$ cat src/rtl/p2s_chain.sv
// p2s_chain: parallel-to-serial driver for daisy-chained SIPO shift registers.
// Captures a CHANNELS*BIT_WIDTH frame on start, shifts it out on sout with a
// divided serial clock, pulses EN to latch the chain, then pulses finish.
//
// Handshake: start is a request that is only honoured in IDLE; once taken,
// busy stays high through SHIFT and LATCH, and finish pulses for exactly one
// cycle (busy low) before the block returns to IDLE and can accept again.
// There is no back-pressure and no queueing of requests made while busy.
module p2s_chain #(
    parameter int BIT_WIDTH = 8,
    parameter int CHANNELS  = 2,
    parameter int DIV       = 2,
    parameter int MSB_FIRST = 1
) (
    input  logic                            clk,
    input  logic                            rst,
    input  logic                            start,
    input  logic [BIT_WIDTH*CHANNELS-1:0]   par_in,
    output logic                            sclk,
    output logic                            sclrn,
    output logic                            sout,
    output logic                            EN,
    output logic                            busy,
    output logic                            finish,
    output logic [1:0]                      o_dbg_state
);

    localparam int N  = BIT_WIDTH * CHANNELS;
    localparam int BW = $clog2(N + 1);
    localparam int DW = $clog2(DIV + 1);
    localparam logic [BW-1:0] BIT_LAST = BW'(N - 1);
    localparam logic [DW-1:0] DIV_LAST = DW'(DIV - 1);

    typedef enum logic [1:0] {
        S_IDLE  = 2'd0,
        S_SHIFT = 2'd1,
        S_LATCH = 2'd2,
        S_DONE  = 2'd3
    } state_t;

    state_t         r_state, w_state_nx;
    logic [N-1:0]   r_sh, w_sh_nx;
    logic [BW-1:0]  r_bit, w_bit_nx;
    logic [DW-1:0]  r_div, w_div_nx;
    logic           r_sclk, w_sclk_nx;
    logic           r_sout, w_sout_nx;
    logic           r_en, w_en_nx;
    logic           r_busy, w_busy_nx;
    logic           r_finish, w_finish_nx;
    logic           r_sclrn;

    logic [N-1:0]   w_sh_adv;
    logic           w_first_cap;
    logic           w_first_adv;
    logic           w_div_last;

    // Shifted frame and the bit that becomes current, for either bit order
    always_comb begin
        w_sh_adv    = (MSB_FIRST != 0) ? (r_sh << 1) : (r_sh >> 1);
        w_first_cap = (MSB_FIRST != 0) ? par_in[N-1] : par_in[0];
        w_first_adv = (MSB_FIRST != 0) ? w_sh_adv[N-1] : w_sh_adv[0];
        w_div_last  = (r_div == DIV_LAST);
    end

    // Next-state and next-output logic; every register holds unless told otherwise
    always_comb begin
        w_state_nx  = r_state;
        w_sh_nx     = r_sh;
        w_bit_nx    = r_bit;
        w_div_nx    = r_div;
        w_sclk_nx   = r_sclk;
        w_sout_nx   = r_sout;
        w_en_nx     = r_en;
        w_busy_nx   = r_busy;
        w_finish_nx = 1'b0;
        case (r_state)
            S_IDLE: begin
                if (start) begin
                    w_state_nx = S_SHIFT;
                    w_sh_nx    = par_in;
                    w_bit_nx   = '0;
                    w_div_nx   = '0;
                    w_sclk_nx  = 1'b0;
                    w_sout_nx  = w_first_cap;
                    w_busy_nx  = 1'b1;
                end
            end
            S_SHIFT: begin
                if (w_div_last) begin
                    w_div_nx = '0;
                    if (!r_sclk) begin
                        // end of low half: raise sclk with data already stable
                        w_sclk_nx = 1'b1;
                    end else if (r_bit == BIT_LAST) begin
                        w_state_nx = S_LATCH;
                        w_sclk_nx  = 1'b0;
                        w_sout_nx  = 1'b0;
                        w_en_nx    = 1'b1;
                    end else begin
                        // end of high half: next bit changes together with sclk falling
                        w_bit_nx  = r_bit + BW'(1);
                        w_sclk_nx = 1'b0;
                        w_sh_nx   = w_sh_adv;
                        w_sout_nx = w_first_adv;
                    end
                end else begin
                    w_div_nx = r_div + DW'(1);
                end
            end
            S_LATCH: begin
                if (w_div_last) begin
                    w_div_nx    = '0;
                    w_state_nx  = S_DONE;
                    w_en_nx     = 1'b0;
                    w_busy_nx   = 1'b0;
                    w_finish_nx = 1'b1;
                end else begin
                    w_div_nx = r_div + DW'(1);
                end
            end
            S_DONE: begin
                w_state_nx = S_IDLE;
            end
            default: begin
                w_state_nx = S_IDLE;
            end
        endcase
    end

    // State and output registers; reset clears the partial frame immediately
    always_ff @(posedge clk or posedge rst) begin
        if (rst) begin
            r_state  <= S_IDLE;
            r_sh     <= '0;
            r_bit    <= '0;
            r_div    <= '0;
            r_sclk   <= 1'b0;
            r_sout   <= 1'b0;
            r_en     <= 1'b0;
            r_busy   <= 1'b0;
            r_finish <= 1'b0;
        end else begin
            r_state  <= w_state_nx;
            r_sh     <= w_sh_nx;
            r_bit    <= w_bit_nx;
            r_div    <= w_div_nx;
            r_sclk   <= w_sclk_nx;
            r_sout   <= w_sout_nx;
            r_en     <= w_en_nx;
            r_busy   <= w_busy_nx;
            r_finish <= w_finish_nx;
        end
    end

    // Chain clear: held low during reset, released on the first edge after it
    always_ff @(posedge clk or posedge rst) begin
        if (rst) begin
            r_sclrn <= 1'b0;
        end else begin
            r_sclrn <= 1'b1;
        end
    end

    assign sclk        = r_sclk;
    assign sclrn       = r_sclrn;
    assign sout        = r_sout;
    assign EN          = r_en;
    assign busy        = r_busy;
    assign finish      = r_finish;
    assign o_dbg_state = r_state;

endmodule

$ cat config.mk
export PLATFORM = sky130hd
export DESIGN_NAME = p2s_chain
export DESIGN_NICKNAME = d
export VERILOG_FILES = /design/src/rtl/p2s_chain.sv
export SDC_FILE = /design/constraint.sdc
export NUM_CORES = 1
export LEC_CHECK = 0
export ABC_AREA = 1
export BUFFER_PORTS_ARGS = -buffer_cell sky130_fd_sc_hd__buf_2
export CAP_MARGIN = 25
export CELL_PAD_IN_SITES_DETAIL_PLACEMENT = 1
export CELL_PAD_IN_SITES_GLOBAL_PLACEMENT = 2
export CORE_MARGIN = 10
export CORE_UTILIZATION = 35
export DETAILED_ROUTE_END_ITERATION = 10
export PLACE_DENSITY_LB_ADDON = 0.1
export SLEW_MARGIN = 20
export SYNTH_ARGS = -nofsm -noshare
export SYNTH_HDL_FRONTEND = slang
export SYNTH_SLANG_ARGS = --single-unit
$ cat constraint.sdc
create_clock -name clk -period 3.3 [get_ports clk]
set_input_delay 0.165 -clock clk [delete_from_list [all_inputs] [get_ports clk]]
set_output_delay 0.165 -clock clk [all_outputs]
set_load 0.005 [all_outputs]
; After elaboration in Yosys (flattened, before gate mapping)
; Cells that the tools add are included.
[word_totals]
regBits = 30
inputBits = 19
elab_cells = 73
[classes]
mux = 37
n_reduce_logical = 13
eq_ne = 11
n_addsub = 2
[ops]
columns = operator, n
row1 = 15-bit 2-to-1 mux, 4
row2 = 15-bit one-hot mux with 2 select lines, 1
row3 = 5-bit 2-to-1 mux, 4
row4 = 5-bit AND reduction, 3
row5 = 1-bit 2-to-1 mux, 14
row6 = 2-bit 2-to-1 mux, 7
row7 = 2-bit != test (second input constant), 6
row8 = 5-bit one-hot mux with 2 select lines, 1
row9 = 1-bit one-hot mux with 2 select lines, 4
row10 = 2-bit one-hot mux with 4 select lines, 1
row11 = 2-bit nonzero test, 4
row12 = 3-bit AND reduction, 2
row13 = 5-bit by 1-bit adder with 5-bit output (second input constant), 1
row14 = 5-bit by 4-bit equality test with 1-bit output (second input constant), 1
row15 = 2-bit by 1-bit equality test with 1-bit output (second input constant), 2
row16 = 2-bit equality test (second input constant), 2
row17 = 2-bit one-hot mux with 2 select lines, 1
row18 = 4-bit AND reduction, 1
row19 = 2-bit by 1-bit adder with 2-bit output (second input constant), 1
row20 = 2-bit zero test, 1
row21 = 2-bit AND reduction, 1
row22 = 2-bit OR reduction, 1

; Depth between registers and ports, before layout
; Gate-level depths: netlist of the first run.
[depth]
depth_word = 5
ltp_mapped = 11
depth_no_buf = 10

; Worst setup path before layout of the first run
; OpenSTA, ideal clock, no wires.
[synth_timing]
path_kind = register -> register
start = reg r_bit[0]
end = reg r_sh[10]
period_less_slack_ns = 1.620
required_time_ns = 3.177
path_stages_with_launch = 12
arrival_time_ns = 1.497
setup_slack_ns = 1.680
cell_sequence = dfrtp_1 ha_1 nand2_1 nor2_1 ha_1 inv_1 nand2_1 nand2_1 nand3_2 buf_4 nand2_1 o21ai_2
[synth_between]
elab_chain_len = 3
[synth_lines]
columns = item, line
row1 = start: declaration, 43  ; logic [BW-1:0] r_bit, w_bit_nx;
row2 = start signal: assignment, 145  ; r_bit <= w_bit_nx;
row3 = 5-bit by 4-bit equality test with 1-bit output, 94  ; end else if (r_bit == BIT_LAST) begin
row4 = 2-bit != test (no line), --
row5 = 5-bit AND reduction (no line), --
row6 = end signal: assignment, 144  ; r_sh <= w_sh_nx;
row7 = end: declaration, 42  ; logic [N-1:0] r_sh, w_sh_nx;
; No other way between the ends.
; A chain may end at the register's enable or synchronous reset.

; Worst setup path after layout of the first run
[layout_timing]
start = reg r_state[1], in the netlist o_dbg_state[1]
end = reg r_sh[11]
[layout_between]
elab_chain_len = 3
word_cells_on_any_way = 9
classes_between = 5 x eq/ne / 1 x mux / 3 x reduce/logical
[layout_lines]
columns = item, line
row1 = start: declaration, 41  ; state_t r_state, w_state_nx;
row2 = start signal: assignment, 143  ; r_state <= w_state_nx;
row3 = 2-bit by 1-bit equality test with 1-bit output or 2-bit zero test (tied branches), 76  ; case (r_state)
row4 = 2-bit != test (no line) or 2-bit nonzero test (tied branches), --
row5 = 5-bit AND reduction (no line), --
; Several ways; a longest one is shown, not always the timed one.

==> flow_metrics.env, run 1 <==
export IMPL_status="complete, no violations"
export IMPL_overflow=0
export IMPL_worst_slack_ns=0.944
export IMPL_clk_latency_ns=0.28
export IMPL_grt_max_degree=41
export IMPL_placed_area_um2=1740
export IMPL_syn_inst=180
export IMPL_drt_first_pass_iters=4
export IMPL_relSlewSlack_pct=66.1
export IMPL_die_x_um=87.3
export IMPL_num_nets_final=233
export IMPL_die_area_um2=7620
export IMPL_cp_start_kind="flip-flop"
export IMPL_ys_seq_elements=30
export IMPL_drt_wl_total_mm=3.66
export IMPL_clockBufferDepth=2
export IMPL_critPathMaxFanout=22
export IMPL_start_util_pct=36.2
export IMPL_routedWlPerCell_um=14.0
export IMPL_drive_gt1_share_pct=36.2
export IMPL_maxSlewViolCount=0
export IMPL_vias=1282
export IMPL_fin_area_um2=1870
export IMPL_p_leak_nw=0.921
export IMPL_antenna_found_initial=0
export IMPL_numPortBuffers=26
export IMPL_pre_cts_ws_ns=0.688
export IMPL_synth_distinct_cells=21
export IMPL_ctsRootBufferMaster="clkbuf_8"
export IMPL_period_share_pct=71.4
export IMPL_ios=27
export IMPL_tightest_slew_ns=0.507
export IMPL_drt_iter0_drc=67
export IMPL_gp_congestion=0.722
export IMPL_end_kind="flip-flop"
export IMPL_maxCapViolCount=0
export IMPL_die_height_um=87.3
export IMPL_syn_num_nets=204
export IMPL_numCtsBuffers=5
export IMPL_cts_max_level=2
export IMPL_area_delta_synth_final_pct=17.8
export IMPL_grt_pass1_vias=1399
export IMPL_cts_resized=0
export IMPL_max_freq_mhz=424
export IMPL_setup_viol=0
export IMPL_vias_per_cell=4.89
export IMPL_hold_viol=0
export IMPL_track_usage_pct=10.5
export IMPL_dp_hpwl_mm=2.58
export IMPL_drtAntennaViolNets=0
export IMPL_num_rows=24
export IMPL_clock_sinks=30
export IMPL_ys_seq_area_share_pct=47.4
export IMPL_clkTransAtPathRegs_ns=0.06
export IMPL_synth_area_top_cells="dfrtp_1, o21ai_2, nand2_1"
export IMPL_synth_top_cell_by_area="dfrtp_1"
export IMPL_cts_tree="yes"
export IMPL_core_area_um2=4380
export IMPL_fin_setup_tns_ns=0
export IMPL_worstHoldPathType="input port to flip-flop"
export IMPL_path_class="flip-flop to flip-flop"
export IMPL_n_antenna_cell=0
export IMPL_grt_pass1_wl_mm=6.45
export IMPL_syn_area_um2=1590
export IMPL_synth_top_area_share_pct=47.4
export IMPL_power_per_cell_area_nw_per_um2=1040
export IMPL_crit_required_ns=3.46
export IMPL_rsz0062_at_grt="false"
export IMPL_period_needed_ns=2.36
export IMPL_avgSynthCellArea_um2=8.81
export IMPL_yosysWarnings=0
export IMPL_irDropWorstVdd_mv=0.335
export IMPL_arrival_ns=2.52
export IMPL_remaining_drc_errors=0
export IMPL_finalClockSkew_ns=0.00559
==> power by group <==
| part | switching (mW) | total, mW | internal [mW] |
|---|---|---|---|
| clock network | 0.142 | 0.310 | 0.168 |
| logic | 0.626 | 1.02 | 0.389 |
| registers | 0.0837 | 0.608 | 0.524 |
| total | 0.852 | 1.93 | 1.08 |
==> synth_stat cells, drive strengths merged <==
library cell  count
or2              18
clkbuf            2
a21oi             3
inv              13
buf               6
ha                5
nor2              3
nand3             8
conb              1
nand2            47
nand4             3
dfrtp            30
o21ai            41
==> flip-flops by register name (all words and copies together) (netlist names) <==
register and count:
busy 1, sclrn 1, sout 1, o_dbg_state 2, r_bit 5, r_div 2
sclk 1, r_sh 15, finish 1, EN 1
==> cell type report <==
| type | instances | area, um^2 |
|---|---|---|
| multi-input combinational | 129 | 729 |
| fill | 536 | 2520 |
| clock inverter | 1 | 5.00 |
| inverter | 13 | 48.8 |
| timing repair buffer | 30 | 183 |
| tap | 52 | 65.1 |
| sequential | 30 | 751 |
| clock buffer | 7 | 86.3 |
==> kinds of logic (layout without fill, tap and decap cells) <==
logic type | count (synthesis) | count (layout) | share of synthesized area, %
AOI/OAI and AO/OA | 44 | 44 | 18.9
adders and majority gates | 5 | 5 | 3.95
buffers and inverters | 21 | 51 | 6.63
DFF | 30 | 30 | 47.4
other | 1 | 1 | 0.237
and+or+nand+nor | 79 | 79 | 23.0
==> timing repair <==
action,CTS,global route
hold buffers,1,0
endpoints found under the hold margin,30,0
buffers inserted,0,0
==> layer usage <==
metal / GRT usage, % / vias to the layer above / wire, um
met2: 17.1 / 24 / 1770
met3: 3.75 / 7 / 180
met4: 3.48 / 0 / 57
li1: - / 640 / -
met1: 12.5 / 611 / 1650
met5: 0 / - / 0
==> critical path, cell delays in order, from the launching register on <==
cell and delay (ns):
dfrtp_1 0.39, inv_1 0.08, ha_1 0.26, inv_2 0.30, nand2_1 0.16, nand2_1 0.11
nand3_2 0.41, buf_16 0.34, nand2_1 0.10, o21ai_2 0.07
==> placed cells by master, fill, tap and decap left out, types with 2 or more instances in the layout <==
cell type  netlist  final
nand2_1         47     47
dfrtp_1         30     30
buf_2            2     26
o21ai_2         21     21
o21ai_0         17     17
or2_2           16     16
inv_1           11     11
nand3_1          7      7
clkbuf_8         0      6
ha_1             5      5
o21ai_1          3      3
nand4_1          3      3
a21oi_1          3      3
nor2_1           3      3
inv_2            2      2
or2_1            2      2
buf_4            2      2
==> worst paths after layout <==
check,cells past startpoint,slack [ns],end,start
max in group asynchronous,4,2.50,r_sh[5],rst
min in group asynchronous,4,0.51,r_bit[2],rst
min reg2reg,2,0.47,sout,sout
max,9,0.94,r_sh[11],o_dbg_state[1]
min,3,0.14,r_sh[0],par_in[0]
max reg2reg,9,0.94,r_sh[11],o_dbg_state[1]
==> metrics by stage <==
step           hold WS (ns)  instances  power, mW  util, %
6_report              0.143        262       1.93     42.6
5_1_grt               0.141        262       2.14     42.6
4_1_cts               0.139        261       1.91     42.0
3_5_place_dp          0.281        252       1.59     39.7
3_3_place_gp          0.263        252       1.54     39.7
2_1_floorplan         0.256        180       1.41        -
Power figures use the tool's default switching activity.
==> run 2, diff against run 1 <==
--- a/config.mk
+++ b/config.mk
@@ -5,13 +5,13 @@
 export SDC_FILE = /design/constraint.sdc
 export NUM_CORES = 1
 export LEC_CHECK = 0
-export ABC_AREA = 1
+export ABC_AREA = 0
 export BUFFER_PORTS_ARGS = -buffer_cell sky130_fd_sc_hd__buf_2
 export CAP_MARGIN = 25
 export CELL_PAD_IN_SITES_DETAIL_PLACEMENT = 1
 export CELL_PAD_IN_SITES_GLOBAL_PLACEMENT = 2
 export CORE_MARGIN = 10
-export CORE_UTILIZATION = 35
+export CORE_UTILIZATION = 33
 export DETAILED_ROUTE_END_ITERATION = 10
 export PLACE_DENSITY_LB_ADDON = 0.1
 export SLEW_MARGIN = 20
==> constraint.sdc (replaced) <==
create_clock -name clk -period 2.1 [get_ports clk]
set_input_delay 0.105 -clock clk [delete_from_list [all_inputs] [get_ports clk]]
set_output_delay 0.105 -clock clk [all_outputs]
set_load 0.005 [all_outputs]
==> run 2 against run 1 <==
Against the previous run:
- critical path type unchanged
- largest cell class is now multi-input gates
- routed wire length rose by 15%
- area after synthesis up 7.3%
- synthesized cell count decreased by 16%
- combinational power decreased by 97%
==> flow_metrics.env, run 2 <==
export IMPL_synth_top_area_share_pct=44.2
export IMPL_pre_cts_ws_ns=0.0286
export IMPL_synth_distinct_cells=47
export IMPL_die_height_um=91.8
export IMPL_post_synth_mux_area_share_pct=10.2
export IMPL_ys_seq_area_share_pct=44.2
export IMPL_synth_compound_area_share_pct=19.8
export IMPL_num_nets_final=211
export IMPL_synth_area_top_cells="dfrtp_1, mux2i_1, a21oi_2"
export IMPL_clockBufferDepth=2
export IMPL_period_share_pct=95.5
export IMPL_die_x_um=91.8
export IMPL_area_delta_synth_final_pct=19.9
export IMPL_max_stage_delay_ns=0.39
export IMPL_gp_congestion=0.759
export IMPL_num_rows=26
export IMPL_fin_setup_tns_ns=0
export IMPL_end_kind="flip-flop"
export IMPL_period_needed_ns=2.01
export IMPL_power_per_cell_area_nw_per_um2=513
export IMPL_maxSlewViolCount=0
export IMPL_dp_hpwl_mm=3.00
export IMPL_layout_cells_most_common="dfrtp_1"
export IMPL_drt_iter0_drc=45
export IMPL_syn_area_um2=1700
export IMPL_placed_area_um2=1910
export IMPL_synth_top_cell_by_area="dfrtp_1"
export IMPL_p_leak_nw=1.02
export IMPL_avgSynthCellArea_um2=11.2
export IMPL_hold_path_startpoint="par_in[0]"
export IMPL_ctsRootBufferMaster="clkbuf_8"
export IMPL_numPortBuffers=26
export IMPL_finalClockSkew_ns=0.00535
export IMPL_path_class="flip-flop to flip-flop"
export IMPL_arrival_ns=2.21
export IMPL_grt_pass1_wl_mm=7.18
export IMPL_crit_path_cell_trace="ha_1, and3_1, ha_1, and4bb_4, and3_1, a41oi_2, a31oi_4"
export IMPL_routedWlPerCell_um=16.4
export IMPL_cts_max_level=2
export IMPL_clk_latency_ns=0.27
export IMPL_synth_edf_count=0
export IMPL_setup_viol=0
export IMPL_rsz0062_at_grt="false"
export IMPL_maxCapViolCount=0
export IMPL_vias=1252
export IMPL_reg2reg_slack_ns=0.09
export IMPL_crit_slowest_cell="dfrtp_1"
export IMPL_worstHoldPathCells=2
export IMPL_syn_inst=152
export IMPL_cp_start_kind="flip-flop"
export IMPL_reg2reg_from="r_bit[0]"
export IMPL_top_regs="r_sh x15, r_bit x5"
export IMPL_synth_most_common_cell="dfrtp_1"
export IMPL_fin_area_um2=2040
export IMPL_cts_setup_buffers=0
export IMPL_grt_pass1_vias=1445
export IMPL_crit_path_start="r_bit[0]"
export IMPL_remaining_drc_errors=0
export IMPL_start_util_pct=33.7
export IMPL_drt_wl_total_mm=4.21
export IMPL_hold_viol=0
export IMPL_grt_max_degree=31
export IMPL_clock_sinks=30
export IMPL_num_fill_cells=566
export IMPL_drive_gt1_share_pct=40.1
export IMPL_synthFlopType="dfrtp_1"
export IMPL_largest_register="r_sh"
export IMPL_status="complete, no violations"
export IMPL_async_reset_ff_share_pct=100
export IMPL_syn_num_nets=176
export IMPL_power_mw=1.05
export IMPL_crit_required_ns=2.30
export IMPL_final_cell_mix="dfrtp_1, buf_2, mux2i_1, a21oi_2, nor2_2"
export IMPL_rr_worst_depth=7
export IMPL_n_antenna_cell=0
export IMPL_clkTransAtPathRegs_ns=0.06
export IMPL_worstHoldPathType="input port to flip-flop"
export IMPL_yosysWarnings=0
export IMPL_max_freq_mhz=498
export IMPL_cts_tree="yes"
export IMPL_synth_top_family_by_area="compound AO/OA/AOI/OAI gates"
export IMPL_track_usage_pct=10.4
export IMPL_antenna_found_initial=0
export IMPL_synth_commonest_cells="dfrtp_1, a21oi_2, mux2i_1, nor2_2, inv_1"
export IMPL_vias_per_cell=4.87
export IMPL_drtAntennaViolNets=0
export IMPL_core_area_um2=5040
export IMPL_whs_ns=0.0892
export IMPL_worst_slack_ns=0.0937
export IMPL_synthXorXnorAreaFrac_pct=0
export IMPL_drt_first_pass_iters=4
export IMPL_critPathMaxFanout=5
export IMPL_ys_seq_elements=30
export IMPL_synthSimpleGateAreaFrac_pct=14.8
export IMPL_synth_fa_ha_area_share_pct=3.68
export IMPL_numCtsBuffers=5
export IMPL_largest_register_ff_count=15
export IMPL_die_area_um2=8420
export IMPL_overflow=0
export IMPL_irDropWorstVdd_mv=0.246
export IMPL_ios=27
==> run 2: cell count changes after synthesis, moves of 4 or more <==
cell,change
a21oi_2,+14
inv_1,-4
mux2i_1,+14
nand2_1,-44
nand2b_1,+5
nor2_2,+12
o21ai_0,-15
o21ai_2,-21
or2_2,-16
==> run 2: path summary, 6_finish.rpt <==
check | endpoint
hold / removal | r_sh[0]
setup / recovery | r_bit[3]
setup reg to reg | r_bit[3]
hold reg to reg | r_sh[11]
max in group asynchronous | r_sh[3]
min in group asynchronous | r_bit[0]
==> run 2: logic make-up after synthesis <==
kind of cell | count (synthesis)
compound gates | 40
fa+ha+maj | 5
buf+inv | 17
flops | 30
mux | 16
other cells | 1
simple gates | 43
==> run 2: per-stage QoR <==
stage / utilization (%) / instances
2_1_floorplan: - / 152
3_3_place_gp: 37.9 / 248
3_5_place_dp: 37.9 / 248
4_1_cts: 40.4 / 257
5_1_grt: 40.4 / 257
6_report: 40.4 / 257
==> run 2: what timing repair did <==
item / in CTS / in global routing
hold endpoints to repair: 30 / 0
gates cloned: 1 / 0
endpoints found under the setup margin: 1 / 15
hold buffers: 1 / 0
pin swaps: 0 / 1
resized for setup: 1 / 2
==> run 2: critical path: cells and delay by family (launching register included) <==
family	cells	cell delay [ns]
AO/OA/AOI/OAI	2	0.33
flip-flops	1	0.39
adder cells (fa/ha/maj)	2	0.43
AND/OR/NAND/NOR	3	0.78
==> run 2: power breakdown <==
| part | internal, mW | leakage [nW] | switching, mW |
|---|---|---|---|
| Clock | 0.228 | 0.0383 | 0.203 |
| Sequential | 0.579 | 0.387 | 0.000213 |
| Combinational | 0.0159 | 0.599 | 0.0194 |
==> run 2: metal layers <==
metal / part of all wire (%) / global-route usage (%) / vias up
met3: 5.6 / 4.24 / 2
met1: 42 / 11.1 / 624
li1: - / - / 604
met4: 0.40 / 2.83 / 0
met2: 52 / 18.6 / 22
met5: 0 / 0 / -
==> run 2: cell type report <==
type                       instances  area [um^2]  share of cell area [%]
inverter                           7         26.3                    1.29
tap                               70         87.6                    4.29
timing repair buffer              38          255                    12.5
multi-input combinational        105          843                    41.3
sequential                        30          751                    36.8
clock buffer                       7         76.3                    3.74
==> run 3, diff against run 2 <==
--- a/config.mk
+++ b/config.mk
@@ -10,6 +10,7 @@
 export CAP_MARGIN = 25
 export CELL_PAD_IN_SITES_DETAIL_PLACEMENT = 1
 export CELL_PAD_IN_SITES_GLOBAL_PLACEMENT = 2
+export CORE_ASPECT_RATIO = 0.9
 export CORE_MARGIN = 10
 export CORE_UTILIZATION = 33
 export DETAILED_ROUTE_END_ITERATION = 10
==> run 3 against run 2 <==
Against the previous run:
- first-iteration DRC count down 16%
- sequential share of layout area increased by 0.068 points
- count of clock-buffer cells in the layout is the same
- critical path type unchanged
- global-route usage is 0.16 points lower
- power up 4.5%
- setup slack worse by 0.0033 ns
- critical endpoint unchanged
- register-to-register slack about the same
- non-clock buffer count shrank 1
- largest power group unchanged
==> flow_metrics.env, run 3 (synthesis results as in run 2) <==
export IMPL_maxSlewViolCount=0
export IMPL_cts_tree="yes"
export IMPL_gp_congestion=0.763
export IMPL_fin_setup_tns_ns=0
export IMPL_num_rows=24
export IMPL_placed_area_um2=1900
export IMPL_clkTransAtPathRegs_ns=0.06
export IMPL_clk_latency_ns=0.28
export IMPL_numPortBuffers=26
export IMPL_ctsRootBufferMaster="clkbuf_8"
export IMPL_hold_viol=0
export IMPL_area_delta_synth_final_pct=19.7
export IMPL_max_freq_mhz=498
export IMPL_dp_hpwl_mm=2.97
export IMPL_vias_per_cell=4.98
export IMPL_end_kind="flip-flop"
export IMPL_clock_sinks=30
export IMPL_start_util_pct=34.5
export IMPL_remaining_drc_errors=0
export IMPL_track_usage_pct=10.3
export IMPL_fin_cells=252
export IMPL_period_needed_ns=2.01
export IMPL_numCtsBuffers=5
export IMPL_path_class="flip-flop to flip-flop"
export IMPL_pre_cts_ws_ns=0.0132
export IMPL_crit_required_ns=2.30
export IMPL_seqCellArea_um2=751
export IMPL_critPathMaxFanout=5
export IMPL_maxCapViolCount=0
export IMPL_num_nets_final=210
export IMPL_grt_max_degree=31
export IMPL_drt_iter0_drc=38
export IMPL_cts_max_level=2
export IMPL_top_regs="r_sh x15, r_bit x5"
export IMPL_largest_register="r_sh"
export IMPL_finish_utilization_pct=41.3
export IMPL_overflow=0
export IMPL_largest_register_ff_count=15
export IMPL_drt_first_pass_iters=2
export IMPL_ios=27
export IMPL_drive_gt1_share_pct=40.6
export IMPL_layout_cells_most_common="dfrtp_1"
export IMPL_die_x_um=95.7
export IMPL_cp_start_kind="flip-flop"
export IMPL_irDropWorstVdd_mv=0.273
export IMPL_grt_pass1_wl_mm=6.82
export IMPL_drtAntennaViolNets=0
export IMPL_grt_pass1_vias=1375
export IMPL_routedWlPerCell_um=16.1
export IMPL_fin_area_um2=2040
export IMPL_multiInputGateArea_um2=838
export IMPL_dp_cells=242
export IMPL_core_area_um2=4920
export IMPL_final_cell_mix="dfrtp_1, buf_2, mux2i_1, a21oi_2, nor2_2"
export IMPL_arrival_ns=2.21
export IMPL_worstHoldPathType="input port to flip-flop"
export IMPL_finalClockSkew_ns=0.00410
export IMPL_drt_wl_total_mm=4.05
export IMPL_antenna_found_initial=0
export IMPL_p_leak_nw=1.03
export IMPL_rsz0062_at_grt="false"
export IMPL_die_height_um=88.1
export IMPL_clockBufferDepth=2
export IMPL_status="complete, no violations"
export IMPL_num_fill_cells=573
export IMPL_die_area_um2=8430
export IMPL_worst_slack_ns=0.0904
export IMPL_period_share_pct=95.7
export IMPL_power_per_cell_area_nw_per_um2=536
export IMPL_vias=1255
export IMPL_setup_viol=0
export IMPL_n_antenna_cell=0
export IMPL_cts_setup_buffers=0
[run 3: cell count changes in the layout (fill, tap and decap cells not counted), sizes merged]
cell and change:
buf -1, clkinv +1
[run 3: per-stage QoR]
stage                     total power, mW  hold slack, ns
after floorplan                     0.600           0.196
after global placement              0.625           0.204
after detailed placement            0.626           0.224
after CTS                            1.12          0.0862
after global routing                 1.15          0.0911
final                                1.09          0.0963
[run 3: final timing paths]
path | from | to | slack [ns] | cells past startpoint
worst max-delay path | r_bit[1] | r_bit[3] | 0.09 | 7
worst min-delay path | par_in[0] | r_sh[0] | 0.1 | 2
worst max register to register | r_bit[1] | r_bit[3] | 0.09 | 7
worst min register to register | r_sh[7] | r_sh[7] | 0.52 | 2
max in group asynchronous | rst | r_bit[4] | 1.36 | 4
min in group asynchronous | rst | sclrn | 0.45 | 4
[run 3: metal layers]
| layer | GRT usage [%] | vias to the layer above | wire length, um |
|---|---|---|---|
| met5 | 0 | - | 0 |
| met3 | 3.42 | 4 | 177 |
| met4 | 2.81 | 0 | 31 |
| li1 | - | 604 | - |
| met2 | 15.9 | 19 | 1890 |
| met1 | 13.4 | 628 | 1950 |
[run 3: area by class of cell]
| type | instances | share of cell area, % |
|---|---|---|
| clock inverter | 1 | 0.246 |
| clock buffer | 7 | 4.24 |
| multi-input combinational | 105 | 41.2 |
| sequential | 30 | 36.9 |
| timing repair buffer | 37 | 12.2 |
| inverter | 7 | 1.29 |
| tap | 65 | 4.00 |
[run 3: worst max-delay path: stages, from the launching register on]
cell      delay, ns
dfrtp_1        0.41
ha_2           0.20
and3_1         0.19
ha_1           0.20
and4bb_4       0.37
and3_1         0.22
a41oi_1        0.18
a31oi_4        0.17
[run 3: power breakdown]
group	switching [mW]	internal, mW	leakage, nW
clock	0.213	0.264	0.0482
combinational	0.0196	0.0159	0.594
sequential	0.000239	0.579	0.387
[run 3: what timing repair did]
item,CTS,global route
setup endpoints to repair,4,15
gates resized for setup,1,2
cloned,1,0
hold buffers,1,0
hold endpoints to repair,30,0
